--- config.mk ---
export PLATFORM = sky130hd
export DESIGN_NAME = fetch_sequencer_flat
export DESIGN_NICKNAME = d
export VERILOG_FILES = /design/src/rtl/fetch_sequencer_if.sv /design/src/rtl/fetch_sequencer.sv /design/src/flat_wrapper.sv
export SDC_FILE = /design/constraint.sdc
export NUM_CORES = 1
export LEC_CHECK = 0
export ABC_AREA = 1
export CORE_MARGIN = 8
export CORE_UTILIZATION = 48
export DETAILED_ROUTE_END_ITERATION = 12
export PLACE_DENSITY = 0.88
export SYNTH_ARGS = -nofsm -noshare
export SYNTH_HDL_FRONTEND = slang
export SYNTH_SLANG_ARGS = --single-unit
--- constraint.sdc ---
create_clock -name CLK -period 4.4 [get_ports CLK]
set_input_delay 0.88 -clock CLK [delete_from_list [all_inputs] [get_ports CLK]]
set_output_delay 0.88 -clock CLK [all_outputs]
set_load 0.005 [all_outputs]
--- src/rtl/fetch_sequencer_if.sv ---
// Fetch sequencer bus: groups the program counter, instruction fetch and
// redirect signals that pass between the fetch sequencer and its surroundings.
//   master : the fetch sequencer (drives pc_next, pcWEN, iREN, halted, misalign)
//   slave  : the program counter, the icache and the decode/hazard logic
interface fetch_sequencer_if;
  logic [31:0] pc_out;
  logic [31:0] pc_next;
  logic        pcWEN;
  logic        ihit;
  logic        stall;
  logic        halt;
  logic        jr;
  logic        jump;
  logic        branch_taken;
  logic [31:0] jr_target;
  logic [31:0] jump_target;
  logic [31:0] branch_target;
  logic        iREN;
  logic        halted;
  logic        misalign;

  modport master (
    input  pc_out, ihit, stall, halt, jr, jump, branch_taken,
           jr_target, jump_target, branch_target,
    output pc_next, pcWEN, iREN, halted, misalign
  );

  modport slave (
    output pc_out, ihit, stall, halt, jr, jump, branch_taken,
           jr_target, jump_target, branch_target,
    input  pc_next, pcWEN, iREN, halted, misalign
  );
endinterface

--- src/rtl/fetch_sequencer.sv ---
// Fetch sequencer: chooses the next PC (sequential or redirect), buffers a
// redirect that arrives while the PC cannot be written, and stops fetching
// for good on halt until reset.
//
// Ports:
//   CLK   - sole clock, rising edge
//   nRST  - synchronous active-low reset
//   bus   - fetch_sequencer_if.master: pc_out/ihit/stall/halt/redirects in,
//           pc_next/pcWEN/iREN/halted/misalign out
//
// Parameter:
//   PC_INC - sequential fetch increment in bytes
//
// Build option:
//   FETCH_SEQ_ALIGN_CHECK_EN - when defined, a misaligned redirect target halts
//   the sequencer and sets misalign; otherwise target bits [1:0] are cleared.
module fetch_sequencer #(
  parameter int unsigned PC_INC = 4
) (
  input logic             CLK,
  input logic             nRST,
  fetch_sequencer_if.master bus
);

  typedef enum logic [1:0] {StRun, StPend, StHalted} state_e;

  state_e      state;
  logic [31:0] pend_tgt;
  logic        halted_q;
  logic        misalign_q;

  logic        redir;
  logic [31:0] req_raw;
  logic [31:0] req_tgt;
  logic        bad_tgt;
  logic        write;

  assign redir = bus.jr | bus.jump | bus.branch_taken;

  // jr > jump > branch_taken
  always_comb begin
    req_raw = bus.branch_target;
    if (bus.jr) begin
      req_raw = bus.jr_target;
    end else if (bus.jump) begin
      req_raw = bus.jump_target;
    end
  end

`ifdef FETCH_SEQ_ALIGN_CHECK_EN
  assign req_tgt = req_raw;
  assign bad_tgt = redir & (req_raw[1:0] != 2'b00) & (state != StHalted);
`else
  assign req_tgt = {req_raw[31:2], 2'b00};
  assign bad_tgt = 1'b0;
`endif

  // nRST gating keeps the PC and icache quiet for the whole reset window.
  assign write = nRST & bus.ihit & ~bus.stall & (state != StHalted) & ~bus.halt & ~bad_tgt;

  always_comb begin
    bus.pc_next = bus.pc_out;
    unique case (state)
      StRun:    bus.pc_next = redir ? req_tgt : bus.pc_out + 32'(PC_INC);
      StPend:   bus.pc_next = redir ? req_tgt : pend_tgt;
      StHalted: bus.pc_next = bus.pc_out;
      default:  bus.pc_next = bus.pc_out;
    endcase
  end

  assign bus.pcWEN    = write;
  assign bus.iREN     = nRST & (state != StHalted);
  assign bus.halted   = halted_q;
  assign bus.misalign = misalign_q;

  always_ff @(posedge CLK) begin
    if (!nRST) begin
      state      <= StRun;
      pend_tgt   <= '0;
      halted_q   <= 1'b0;
      misalign_q <= 1'b0;
    end else begin
      unique case (state)
        StRun, StPend: begin
          if (bus.halt) begin
            state    <= StHalted;
            halted_q <= 1'b1;
            pend_tgt <= '0;
          end else if (bad_tgt) begin
            state      <= StHalted;
            halted_q   <= 1'b1;
            misalign_q <= 1'b1;
            pend_tgt   <= '0;
          end else if (write) begin
            // Any buffered target was just written through pc_next.
            state <= StRun;
          end else if (redir) begin
            // Newest redirect overwrites whatever was buffered.
            state    <= StPend;
            pend_tgt <= req_tgt;
          end
        end
        StHalted: begin
          state <= StHalted;
        end
        default: begin
          state <= StRun;
        end
      endcase
    end
  end

endmodule

--- src/flat_wrapper.sv ---
// flat-port wrapper written by rule: the top's interface ports become plain ports
module fetch_sequencer_flat 
#(
  parameter int unsigned PC_INC = 4
)
  (CLK, nRST, bus_pc_out, bus_ihit, bus_stall, bus_halt, bus_jr, bus_jump, bus_branch_taken, bus_jr_target, bus_jump_target, bus_branch_target, bus_pc_next, bus_pcWEN, bus_iREN, bus_halted, bus_misalign);
  fetch_sequencer_if bus_i ();
  input logic CLK;
  input logic nRST;
  input wire logic [$bits(bus_i.pc_out)-1:0] bus_pc_out;
  input wire logic [$bits(bus_i.ihit)-1:0] bus_ihit;
  input wire logic [$bits(bus_i.stall)-1:0] bus_stall;
  input wire logic [$bits(bus_i.halt)-1:0] bus_halt;
  input wire logic [$bits(bus_i.jr)-1:0] bus_jr;
  input wire logic [$bits(bus_i.jump)-1:0] bus_jump;
  input wire logic [$bits(bus_i.branch_taken)-1:0] bus_branch_taken;
  input wire logic [$bits(bus_i.jr_target)-1:0] bus_jr_target;
  input wire logic [$bits(bus_i.jump_target)-1:0] bus_jump_target;
  input wire logic [$bits(bus_i.branch_target)-1:0] bus_branch_target;
  output wire logic [$bits(bus_i.pc_next)-1:0] bus_pc_next;
  output wire logic [$bits(bus_i.pcWEN)-1:0] bus_pcWEN;
  output wire logic [$bits(bus_i.iREN)-1:0] bus_iREN;
  output wire logic [$bits(bus_i.halted)-1:0] bus_halted;
  output wire logic [$bits(bus_i.misalign)-1:0] bus_misalign;
  assign bus_i.pc_out = bus_pc_out;
  assign bus_i.ihit = bus_ihit;
  assign bus_i.stall = bus_stall;
  assign bus_i.halt = bus_halt;
  assign bus_i.jr = bus_jr;
  assign bus_i.jump = bus_jump;
  assign bus_i.branch_taken = bus_branch_taken;
  assign bus_i.jr_target = bus_jr_target;
  assign bus_i.jump_target = bus_jump_target;
  assign bus_i.branch_target = bus_branch_target;
  assign bus_pc_next = bus_i.pc_next;
  assign bus_pcWEN = bus_i.pcWEN;
  assign bus_iREN = bus_i.iREN;
  assign bus_halted = bus_i.halted;
  assign bus_misalign = bus_i.misalign;
  fetch_sequencer #(.PC_INC(PC_INC)) u_core (.CLK(CLK), .nRST(nRST), .bus(bus_i));
endmodule
==> flow_summary.json <==
{
  "final_cell_mix": "287 x nand2_1, 162 x clkdlybuf4s50_1, 116 x inv_1, 54 x o21ai_0, 53 x nor2_1",
  "synth_xor_area_frac": 0.00205,
  "grt_max_degree": 61,
  "num-fill-cells": 797,
  "syn_area_per_cell_um2": 5.39,
  "post_cts_buffers": 0,
  "syn-num-nets": 928,
  "io_buffers": 164,
  "cts_tree": "built",
  "tightest_slew_ps": 796,
  "synth.top_cell.area_share": 0.253,
  "synth.area.top_cells": "nand2_1 25%, dfxtp_1 16%, inv_1 10%, o21ai_0 6.3%, o31ai_2 5.9%",
  "hp-class": "register to register",
  "dp_hpwl_um": 12000,
  "leakagePower_nw": 2.69,
  "crit_path_max_incr_delay_ps": 550,
  "p_clk_frac": 0.208,
  "grt_first_pass_wirelength_um": 23700,
  "globalplace.congestion": 0.949,
  "clock_skew_ps": 5.25,
  "yosysWarningCount": 0,
  "synth.largest_area_cell": "nand2_1",
  "async_flop_share": 0,
  "internal_power_uw": 724,
  "finalNonFillerCells": 1041,
  "insertion_delay_ps": 300,
  "clock-sinks": 35,
  "num_rows": 34,
  "crit_top_cell": "nand2_1",
  "fmax_mhz": 245,
  "worstPathCellList": "clkdlybuf4s50_1 -> ha_1 -> nand2_2 -> nor2_1 -> nand2_1 -> nor2_4 -> nand2_1 -> nand2_1 -> nand2_1 -> o21ai_1 -> nand2_1 -> nand2_1 -> clkdlybuf4s50_1",
  "outcome": "complete, no violations",
  "synth_simple_gate_area_frac": 0.387,
  "start_kind": "primary input",
  "netlist_instances": 791,
  "layout_commonest_cell": "nand2_1",
  "slew_headroom": 0.469,
  "drcViolationCount": 0,
  "fp.dieArea_um2": 12200,
  "fin_crit_sh": 0.927,
  "muxShareOfSynthArea": 0,
  "synthFlopType": "dfxtp_1",
  "crit_path_top_delay_cell": "clkdlybuf4s50_1",
  "tns_ps": 0,
  "num_antenna_cells": 0,
  "cp_max_fo": 6,
  "antenna_found_initial": 0,
  "cts.repair.resized": 0,
  "power_frac_seq": 0.303,
  "drt_iter0_drc": 506,
  "period_needed_ps": 4080,
  "first_global_vias": 4873,
  "worst-path-buf-inv": 2,
  "synth_top_family_by_area": "simple AND/OR/NAND/NOR gates",
  "synth-edff-count": 0,
  "finalSetupViolCount": 0,
  "syn_area_um2": 4260,
  "swShare": 0.367,
  "drv_slew": 0,
  "yosysSeqAreaShare": 0.164,
  "net-switching-power_uw": 420,
  "critPathTopFamily": "buffers and inverters",
  "ys_seq_elements": 35,
  "core_um2": 8680,
  "arrival_ps": 3200,
  "ios": 172,
  "wl_per_cell_um": 14.7,
  "comb_power_share": 0.488,
  "cts_hold_buf": 0,
  "cp-end-kind": "primary output",
  "initial_utilization": 0.491,
  "synth_compound_area_frac": 0.282,
  "crit_type": "primary input to primary output",
  "ant_nets": 0,
  "cts_max_level": 2,
  "cts-buffers-inserted": 5,
  "die_h_um": 110,
  "grt_overflow_total": 0,
  "drt_pass1_iterations": 6,
  "crit_required_ps": 3520,
  "rsz0062_at_grt": "false",
  "grtUsageTotal": 0.244,
  "place_inst": 1033,
  "clock_path_buffers": 2,
  "drt_wl_total_um": 15300,
  "synth-adder-area-share": 0.00294,
  "nets": 1069,
  "via_per_inst": 5.15,
  "ys_types": 38,
  "clockRootBuffer": "clkbuf_8",
  "p_per_area_nw_per_um2": 191,
  "cap_violations": 0,
  "via_count": 5359,
  "die_w_um": 110,
  "drive_above_1_share": 0.0825,
  "peakVddDrop_mv": 0.142,
  "hold_viol": 0,
  "clkSlewWorstSetupHoldPaths_ps": 70,
  "area_delta_synth_final_pct": 40.3
}
## power groups by stage
stage | combinational, mW | clock (mW) | sequential [mW]
finish | 0.559 | 0.238 | 0.347
CTS | 0.558 | 0.241 | 0.347
detailed placement | 0.555 | 0 | 0.354
global placement | 0.549 | 0 | 0.353
global route | 0.617 | 0.252 | 0.349
floorplan | 0.277 | 0 | 0.348
## flip-flops by register name, summed over array words and instances (netlist names)
register           flops
u_core.bus.halted      1
u_core.state           2
u_core.pend_tgt       32
## synth_stat cells, types with 8 or more instances
cell type and instances:
o21ai_2 11, a21boi_1 8, inv_1 116, clkbuf_1 13, nand2_1 287, buf_2 17, o31ai_2 20, nor2_1 55
nor2_2 8, a21oi_1 34, nand3_1 38, a22oi_1 9, o21ai_0 54, dfxtp_1 35, o21ai_1 37
## cell type report
class,count,area [um^2],area share
multi-input combinational,592,2880,0.481
inverter,122,460,0.0770
tap,108,135,0.0226
clock inverter,3,15.0,0.00251
sequential,35,701,0.117
clock buffer,5,68.8,0.0115
timing repair buffer,176,1720,0.288
## path summary, 6_finish.rpt
check                                   from                                to  slack [ps]  depth (start not counted)
max reg2reg     u_core.state[1]$_SDFFE_PN0P_  u_core.pend_tgt[29]$_SDFFE_PN0P_        1980                          7
min          u_core.pend_tgt[1]$_SDFFE_PN0P_   u_core.pend_tgt[1]$_SDFFE_PN0P_         440                          2
min reg2reg  u_core.pend_tgt[1]$_SDFFE_PN0P_   u_core.pend_tgt[1]$_SDFFE_PN0P_         440                          2
max                            bus_pc_out[2]                   bus_pc_next[16]         320                         13
## worst min-delay path, delay by kind of cell, from the launching register on
family	cells	cell delay, ps
flip-flops	1	310
AND/OR/NAND/NOR	2	90
## stage by stage
step	hold WS, ps	setup slack (ps)	utilization	power [mW]	instance area [um^2]
after floorplan	415	1680	-	0.625	4260
after global placement	426	390	0.679	0.902	5900
after detailed placement	432	332	0.679	0.910	5900
after CTS	443	337	0.689	1.15	5980
after global routing	463	88.5	0.689	1.22	5980
final	441	320	0.689	1.14	5980
## cells by family (layout without fill, tap and decap cells)
family,after synthesis,in the layout
DFF,35,35
other,1,1
and+or+nand+nor,403,403
adders and majority gates,1,1
buffers and inverters,164,306
AOI/OAI and AO/OA,186,186
xor gates and xnor gates,1,1
## routing by layer
| layer | GRT usage | routed length (um) | vias up |
|---|---|---|---|
| met5 | 0 | 0 | - |
| li1 | - | - | 2785 |
| met3 | 0.0483 | 1520 | 20 |
| met1 | 0.313 | 6670 | 2341 |
| met2 | 0.406 | 6810 | 213 |
| met4 | 0.0628 | 269 | 0 |
Power figures use the tool's default switching activity.
